### src/rtl/seg7_scan_ctrl_if.sv
// seg7_scan_ctrl_if: MMIO register bus between the processor decode and the display controller
// Signals: we (write strobe), addr (register select), wdata (store data), rdata (combinational readback)
// Modports: master drives we/addr/wdata and reads rdata; slave is the controller side
interface seg7_scan_ctrl_if;
  logic        we;
  logic [1:0]  addr;
  logic [15:0] wdata;
  logic [15:0] rdata;
  modport master (output we, addr, wdata, input rdata);
  modport slave (input we, addr, wdata, output rdata);
endinterface

### src/rtl/seg7_scan_ctrl.sv
// seg7_scan_ctrl: multiplexed 4-digit seven-segment driver with tear-free frame reload
// Ports: clk, rst (async active-high), bus (slave: we/addr/wdata/rdata),
//        seg[6:0] active-low {g..a}, an[3:0] active-low anodes (an[0] rightmost), frame_tick
// Optional: define SEG7_LEADING_ZERO_BLANK_EN to add CTRL[5] leading-zero blanking
module seg7_scan_ctrl #(
  parameter int REFRESH_DIV  = 100000,
  parameter int BLANK_CYCLES = 16
) (
  input  logic            clk,
  input  logic            rst,
  seg7_scan_ctrl_if.slave bus,
  output logic [6:0]      seg,
  output logic [3:0]      an,
  output logic            frame_tick
);
`ifdef SEG7_LEADING_ZERO_BLANK_EN
  localparam int CW = 6;
`else
  localparam int CW = 5;
`endif
  localparam int MAXC = REFRESH_DIV > BLANK_CYCLES ? (REFRESH_DIV > 2 ? REFRESH_DIV : 2)
                                                   : (BLANK_CYCLES > 2 ? BLANK_CYCLES : 2);
  localparam int CNTW = $clog2(MAXC);
  localparam logic [CNTW-1:0] SHOW_LAST  = CNTW'(REFRESH_DIV - 1);
  // Wraps to all-ones when BLANK_CYCLES is 0; BLANK is never entered then.
  localparam logic [CNTW-1:0] BLANK_LAST = CNTW'(BLANK_CYCLES - 1);
  localparam logic [6:0] HEX [16] = '{
    7'b1000000, 7'b1111001, 7'b0100100, 7'b0110000,
    7'b0011001, 7'b0010010, 7'b0000010, 7'b1111000,
    7'b0000000, 7'b0010000, 7'b0001000, 7'b0000011,
    7'b1000110, 7'b0100001, 7'b0000110, 7'b0001110
  };
  typedef enum logic [1:0] {SHOW, BLANK, ADVANCE} state_t;
  state_t          state_q, state_d;
  logic [15:0]     value_q, value_d;
  logic [CW-1:0]   ctrl_q, ctrl_d;
  logic [15:0]     disp_q, disp_d;
  logic [1:0]      idx_q, idx_d;
  logic [CNTW-1:0] cnt_q, cnt_d;
  logic [6:0]      seg_q, seg_d;
  logic [3:0]      an_q, an_d;
  logic            ft_q, ft_d;
  logic            wr_value;
  logic            lz_blank;
  logic            lit;
  logic [3:0]      digit;
  assign bus.rdata  = bus.addr == 2'd0 ? value_q : bus.addr == 2'd1 ? 16'(ctrl_q) : 16'd0;
  assign seg        = seg_q;
  assign an         = an_q;
  assign frame_tick = ft_q;
  always_comb begin
    value_d  = value_q;
    ctrl_d   = ctrl_q;
    disp_d   = disp_q;
    idx_d    = idx_q;
    cnt_d    = cnt_q;
    state_d  = state_q;
    ft_d     = 1'b0;
    wr_value = bus.we && bus.addr == 2'd0;
    if (wr_value) value_d = bus.wdata;
    if (bus.we && bus.addr == 2'd1) ctrl_d = bus.wdata[CW-1:0];
    case (state_q)
      SHOW: begin
        if (cnt_q == SHOW_LAST) begin
          cnt_d = '0;
          if (BLANK_CYCLES == 0) state_d = ADVANCE;
          else state_d = BLANK;
        end else begin
          cnt_d = cnt_q + 1'b1;
        end
      end
      BLANK: begin
        if (cnt_q == BLANK_LAST) begin
          cnt_d   = '0;
          state_d = ADVANCE;
        end else begin
          cnt_d = cnt_q + 1'b1;
        end
      end
      default: begin
        idx_d   = idx_q + 1'b1;
        state_d = SHOW;
        if (idx_q == 2'd3) begin
          ft_d = 1'b1;
          // A VALUE store landing on the reload cycle is forwarded so it is not lost for a frame.
          if (!ctrl_q[4]) disp_d = wr_value ? bus.wdata : value_q;
        end
      end
    endcase
  end
  always_comb begin
    digit = disp_q[{idx_q, 2'b00} +: 4];
`ifdef SEG7_LEADING_ZERO_BLANK_EN
    // Blank when this digit and all more-significant ones are zero; digit 0 always survives.
    lz_blank = ctrl_q[5] && idx_q != 2'd0 && (disp_q >> {idx_q, 2'b00}) == 16'd0;
`else
    lz_blank = 1'b0;
`endif
    lit  = state_q == SHOW && ctrl_q[idx_q] && !lz_blank;
    an_d  = lit ? ~(4'b0001 << idx_q) : 4'b1111;
    seg_d = lit ? HEX[digit] : 7'b1111111;
  end
  always_ff @(posedge clk or posedge rst) begin
    if (rst) begin
      state_q <= SHOW;
      value_q <= 16'd0;
      ctrl_q  <= CW'(5'b01111);
      disp_q  <= 16'd0;
      idx_q   <= 2'd0;
      cnt_q   <= '0;
      seg_q   <= 7'b1111111;
      an_q    <= 4'b1111;
      ft_q    <= 1'b0;
    end else begin
      state_q <= state_d;
      value_q <= value_d;
      ctrl_q  <= ctrl_d;
      disp_q  <= disp_d;
      idx_q   <= idx_d;
      cnt_q   <= cnt_d;
      seg_q   <= seg_d;
      an_q    <= an_d;
      ft_q    <= ft_d;
    end
  end
endmodule

### src/flat_wrapper.sv
// flat-port wrapper written by rule: the top's interface ports become plain ports
module seg7_scan_ctrl_flat 
#(
  parameter int REFRESH_DIV  = 100000,
  parameter int BLANK_CYCLES = 16
)
  (clk, rst, seg, an, frame_tick, bus_we, bus_addr, bus_wdata, bus_rdata);
  seg7_scan_ctrl_if bus_i ();
  input  logic clk;
  input  logic rst;
  output logic [6:0] seg;
  output logic [3:0] an;
  output logic frame_tick;
  input wire logic [$bits(bus_i.we)-1:0] bus_we;
  input wire logic [$bits(bus_i.addr)-1:0] bus_addr;
  input wire logic [$bits(bus_i.wdata)-1:0] bus_wdata;
  output wire logic [$bits(bus_i.rdata)-1:0] bus_rdata;
  assign bus_i.we = bus_we;
  assign bus_i.addr = bus_addr;
  assign bus_i.wdata = bus_wdata;
  assign bus_rdata = bus_i.rdata;
  seg7_scan_ctrl #(.REFRESH_DIV(REFRESH_DIV), .BLANK_CYCLES(BLANK_CYCLES)) u_core (.clk(clk), .rst(rst), .bus(bus_i), .seg(seg), .an(an), .frame_tick(frame_tick));
endmodule
### config.mk
export PLATFORM = sky130hd
export DESIGN_NAME = seg7_scan_ctrl_flat
export DESIGN_NICKNAME = d
export VERILOG_FILES = /design/src/rtl/seg7_scan_ctrl_if.sv /design/src/rtl/seg7_scan_ctrl.sv /design/src/flat_wrapper.sv
export SDC_FILE = /design/constraint.sdc
export NUM_CORES = 1
export LEC_CHECK = 0
export ABC_AREA = 0
export CORE_UTILIZATION = 25
export CTS_CLUSTER_SIZE = 16
export DETAILED_ROUTE_END_ITERATION = 10
export PLACE_DENSITY_LB_ADDON = 0.12
export SKIP_LAST_GASP = 1
export SLEW_MARGIN = 40
export SYNTH_ARGS = -nofsm -noshare
export SYNTH_HDL_FRONTEND = slang
export SYNTH_SLANG_ARGS = --single-unit
### constraint.sdc
create_clock -name clk -period 3.7 [get_ports clk]
set_input_delay 0.555 -clock clk [delete_from_list [all_inputs] [get_ports clk]]
set_output_delay 0.555 -clock clk [all_outputs]
set_load 0.05 [all_outputs]
Word level (Yosys, flattened, before mapping) --
Memory sizes are Yosys's and may differ from the RTL's. Cells that the tools add are included.
Storage, ports and cells: word-level logic and storage cells 53, ROM bits 112, memories kept 1, bits in registers 70, output and inout port bits 28
Memory list:
- (name not given) | words 16, width 7, rd ports 1, clocked after memory_dff 0, write ports 0, RTL line seg7_scan_ctrl.sv:101 | seg_d = lit ? HEX[digit] : 7'b1111111;
Cells by class: bitwise logic cells 4, shifts and indexed selects 2, add/sub/neg operators 2, eq/ne operators 7, mux-type cells 17, magnitude comparators 2, reductions and logical operators 9
Operators by type and width (number):
- $mux W17 | 2
- $pmux W17 S2 | 1
- $mux W16 | 2
- $mux W7 | 3
- $add A17 B1 Y17 const B | 1
- $eq A17 B17 Y1 const B | 1
- $eq A17 B4 Y1 const B | 1
- $shiftx A16 B5 Y4 | 1
- $ge A5 B5 Y1 const B | 1
- $mux W5 | 1
- $not A4 Y5 | 1
- $eq A2 B1 Y1 const B | 2
- $logic_not A2 Y1 | 2
- $lt A2 B4 Y1 const B | 1
- $mux W2 | 2
- $mux W4 | 1
- $ne A2 B1 Y1 const B | 2
- $not A4 Y4 | 1
- $pmux W2 S2 | 1
- $shl A1 B2 Y4 const A | 1
- $logic_and A1 B1 Y1 | 3
- $mux W1 | 3
- $reduce_and A3 Y1 | 1
- $add A2 B1 Y2 const B | 1
- 6 further kinds | 7

Longest topological paths before layout --
depth after elaboration 6, mapped depth 8, gate-level depth less buffers 7

Worst setup path before layout --
OpenSTA, ideal clock, no wires.
path type input -> output, start point in bus_addr[0], end point out bus_rdata[10], arrival time 1482 ps, stages on the path 4, path slack 1663 ps, cells stage by stage buf_4 nor2_2 clkbuf_1 and2_1
On the way: cells in the longest elaborated chain, start to end 2
Ends and longest elaborated chain:
- start, declared | RTL line flat_wrapper.sv:15 | input wire logic [$bits(bus_i.addr)-1:0] bus_addr;
- $logic_not A2 Y1 | RTL line seg7_scan_ctrl.sv:47 | assign bus.rdata = bus.addr == 2'd0 ? value_q : bus.addr == 2'd1 ? 16'(ctrl_q) : 16'd0;
- $mux W16 | RTL line seg7_scan_ctrl.sv:47
- end, declared | RTL line flat_wrapper.sv:17 | output wire logic [$bits(bus_i.rdata)-1:0] bus_rdata;
Every way passes these cells.

Final worst setup path --
start point in bus_addr[1], end point out bus_rdata[6]
The elaborated chain is that of the path after synthesis.

==> flow_metrics.py <==
metrics = {
    "route": {
        "avgRoutedWirePerCell_um": 14.3,
        "drt_wl_total_um": 7260,
        "vias_per_cell": 4.39,
        "ant_nets": 0,
        "dr.first_iter.drc_count": 140,
        "via_count": 2228,
        "drc": 0,
        "dr.pass1.iters": 5,
    },
    "yosys": {
        "synthMuxAreaShare_pct": 19.4,
        "yosys.area.top_type_share_pct": 40.5,
        "synthCells": 274,
        "synth-xor-area-share_pct": 2.84,
        "synth_top_family_by_area": "multiplexers",
        "ys_warn_count": 0,
        "synth_edf_count": 0,
        "syn_nets": 306,
        "synth_ff_type": "dfrtp_1",
        "synthTopCellsByArea": "dfrtp_1 41%, dfstp_2 12%, mux2_2 9.3%",
        "synth_largest_area_cell": "dfrtp_1",
        "synthTopCellsByCount": "55 x dfrtp_1, 28 x mux2_2, 17 x nand2_1, 15 x dfstp_2, 15 x nor2_1",
        "synth_seq_area_share_pct": 52.2,
        "syn_area_mm2": 0.00339,
        "avgSynthCellArea_um2": 12.4,
        "synth_most_common_cell": "dfrtp_1",
        "synth_fa_ha_area_share_pct": 4.05,
        "async_flop_share_pct": 100,
        "synth_compound_area_share_pct": 4.35,
        "synth_simple_gate_area_share_pct": 14.3,
        "ys_ff_latch": 70,
        "ys_types": 44,
    },
    "run": {
        "maxCapViolCount": 0,
    },
    "floorplan": {
        "io_pins": 49,
        "die-area_mm2": 0.0140,
        "die_y_um": 119,
        "rows": 42,
        "initial_core_util_pct": 25.6,
        "core_mm2": 0.0132,
        "die_x_um": 119,
    },
    "pwr": {
        "p_sw_uw": 563,
        "peakVddDrop_mv": 0.186,
        "p_comb_share_pct": 17.0,
        "p_leak_uw": 0.00182,
        "p_clk_share_pct": 41.1,
        "p_sw_share_pct": 26.8,
        "seqPwrFrac_pct": 41.9,
        "intPower_uw": 1540,
        "power_density_mw_per_mm2": 480,
    },
    "worst_setup_path": {
        "r2r_slack_ps": 1470,
        "crit_required_ps": 3140,
        "setup.worst_path.class": "input port to output port",
        "cp_max_fo": 12,
        "start_kind": "input port",
        "end_kind": "output port",
        "cp.arrival_ps": 2370,
        "r2r_start": "u_core.idx_q[0]$_DFFE_PP0P_",
        "timing.rr.end": "u_core.seg[3]$_DFF_PP1_",
        "reg2reg_depth": 7,
    },
    "sta": {
        "fin_worst_skew_ps": 6.31,
        "final.setup.tns_ps": 0,
        "worstMarginPinSlew_ps": 640,
        "hold_violations": 0,
        "slew_viol_final": 0,
        "fin_crit_ps": 2930,
        "finalCritPeriodShare_pct": 79.2,
        "slew_headroom_pct": 57.3,
        "finalSetupViolCount": 0,
        "fmax_mhz": 341,
        "rsz0062_at_grt": "no",
    },
    "clock_network": {
        "clk_latency_ps": 330,
        "root_buffer": "clkbuf_16",
        "cts_hold_buf": 0,
        "htreeDepth": 3,
        "cts_setup_buffers": 0,
        "cts_tree": "built",
        "path_clk_slew_ps": 50,
        "cts_resized": 0,
        "cts.sinks": 70,
        "numCtsBuffers": 9,
        "cts_buffer_depth": 2,
    },
    "global_routing": {
        "grt_pass1_wl_um": 12200,
        "grt_usage_pct": 11.3,
        "grt_pass1_vias": 2217,
        "grt_max_degree": 31,
        "antenna_found_initial": 0,
        "grt-ovfl-total": 0,
    },
    "placement": {
        "dp_hpwl_um": 5130,
        "numPortBuffers": 48,
        "place.gp.congestion": 0.744,
        "place_area_mm2": 0.00406,
        "place_inst": 492,
    },
    "cells_and_area": {
        "layout.nets": 360,
        "final_cell_area_mm2": 0.00437,
        "fillers": 1357,
        "instances_no_fill": 508,
        "area_delta_synth_final_pct": 28.8,
        "diodes": 0,
        "drive_gt1_share_pct": 26.2,
    },
    "min_path": {
        "holdPathEnd": "u_core.cnt_q[11]$_DFFE_PP0N_",
        "hp-class": "flip-flop to flip-flop",
        "hold-path-cell-count": 1,
        "hold_path_startpoint": "u_core.cnt_q[11]$_DFFE_PP0N_",
    },
    "outcome": {
        "status": "completed",
    },
}
==> state kept, by name, summed over array words and instances, names as in the netlist <==
signal,count
u_core.an,4
u_core.cnt_q,17
u_core.ctrl_q,5
u_core.disp_q,16
u_core.frame_tick,1
u_core.idx_q,2
u_core.seg,7
u_core.state_q,2
u_core.value_q,16
==> how the worst max path moves through the flow <==
stage / start / to / slack [ps] / cells past startpoint
2_1_floorplan: rst / u_core.cnt_q[0]$_DFFE_PP0N_ / 1400 / 1
3_3_place_gp: bus_addr[1] / bus_rdata[6] / 740 / 5
3_5_place_dp: bus_addr[1] / bus_rdata[6] / 720 / 5
4_1_cts: bus_addr[1] / bus_rdata[6] / 710 / 5
5_1_grt: bus_addr[1] / bus_rdata[6] / 640 / 5
6_report: bus_addr[1] / bus_rdata[6] / 770 / 5
==> per-stage QoR <==
stage | worst slack [ps] | power [uW] | utilization, % | hold slack [ps]
2_1_floorplan | 1400 | 1130 | - | 456
3_3_place_gp | 740 | 1260 | 30.7 | 484
3_5_place_dp | 716 | 1250 | 30.7 | 485
4_1_cts | 711 | 2130 | 32.9 | 492
5_1_grt | 639 | 2190 | 33.0 | 515
6_report | 771 | 2100 | 33.0 | 494
==> cell usage in the layout, fill, tap and decap left out, types with 2 or more instances in the layout <==
master,count
dfstp_2,15
nand3_2,2
a21oi_1,8
inv_1,6
mux2i_1,8
dfrtp_1,55
clkinv_4,2
mux2_4,10
o31ai_1,2
nand4_1,5
or2_2,2
o211ai_1,3
nand2_1,17
mux2_2,28
clkbuf_16,9
or3_1,2
nor4_1,2
nor2_1,15
buf_4,5
and3_1,2
xor2_1,6
clkbuf_8,2
nor3_1,2
xnor2_1,5
o21ai_0,7
clkdlybuf4s50_1,48
nand3_1,9
nand2b_1,6
mux4_2,5
nor3b_1,2
or4_1,2
ha_1,11
and2_1,13
==> power groups by stage <==
stage          logic, uW  registers [uW]  clock network [uW]
6_report             358             879                 863
5_1_grt              381             887                 925
4_1_cts              364             879                 890
3_5_place_dp         362             890                   0
3_3_place_gp         362             893                   0
2_1_floorplan        187             940                   0
==> critical path: stages <==
cell and delay (ps):
clkdlybuf4s50_1 520, nor2_2 130, buf_4 190, and2_1 170
clkdlybuf4s50_1 800
==> final cells by class <==
class	instances	area, um2	share of cell area [%]
Timing Repair Buffer	54	532	12.2
Clock buffer	10	239	5.46
Clock inverter	5	60.1	1.37
Tap cell	176	220	5.04
Sequential cell	70	1770	40.5
Inverter	7	26.3	0.601
Multi-Input combinational cell	186	1530	34.9
==> cells by family (layout without fill, tap and decap cells) <==
family,Yosys count,count (layout)
DFF,70,70
buffers and inverters,18,76
muxes,51,51
adders and majority gates,11,11
and+or+nand+nor,88,88
xor gates and xnor gates,11,11
AOI/OAI and AO/OA,25,25
==> metal layers <==
layer,vias up,GRT usage [%],wire length (um)
met5,-,0,0
met4,0,4.98,120
met3,12,2.46,241
met2,46,16.5,3240
met1,1094,16.0,3660
li1,1076,-,-
Note: power is estimated with default switching activity, not from simulation.
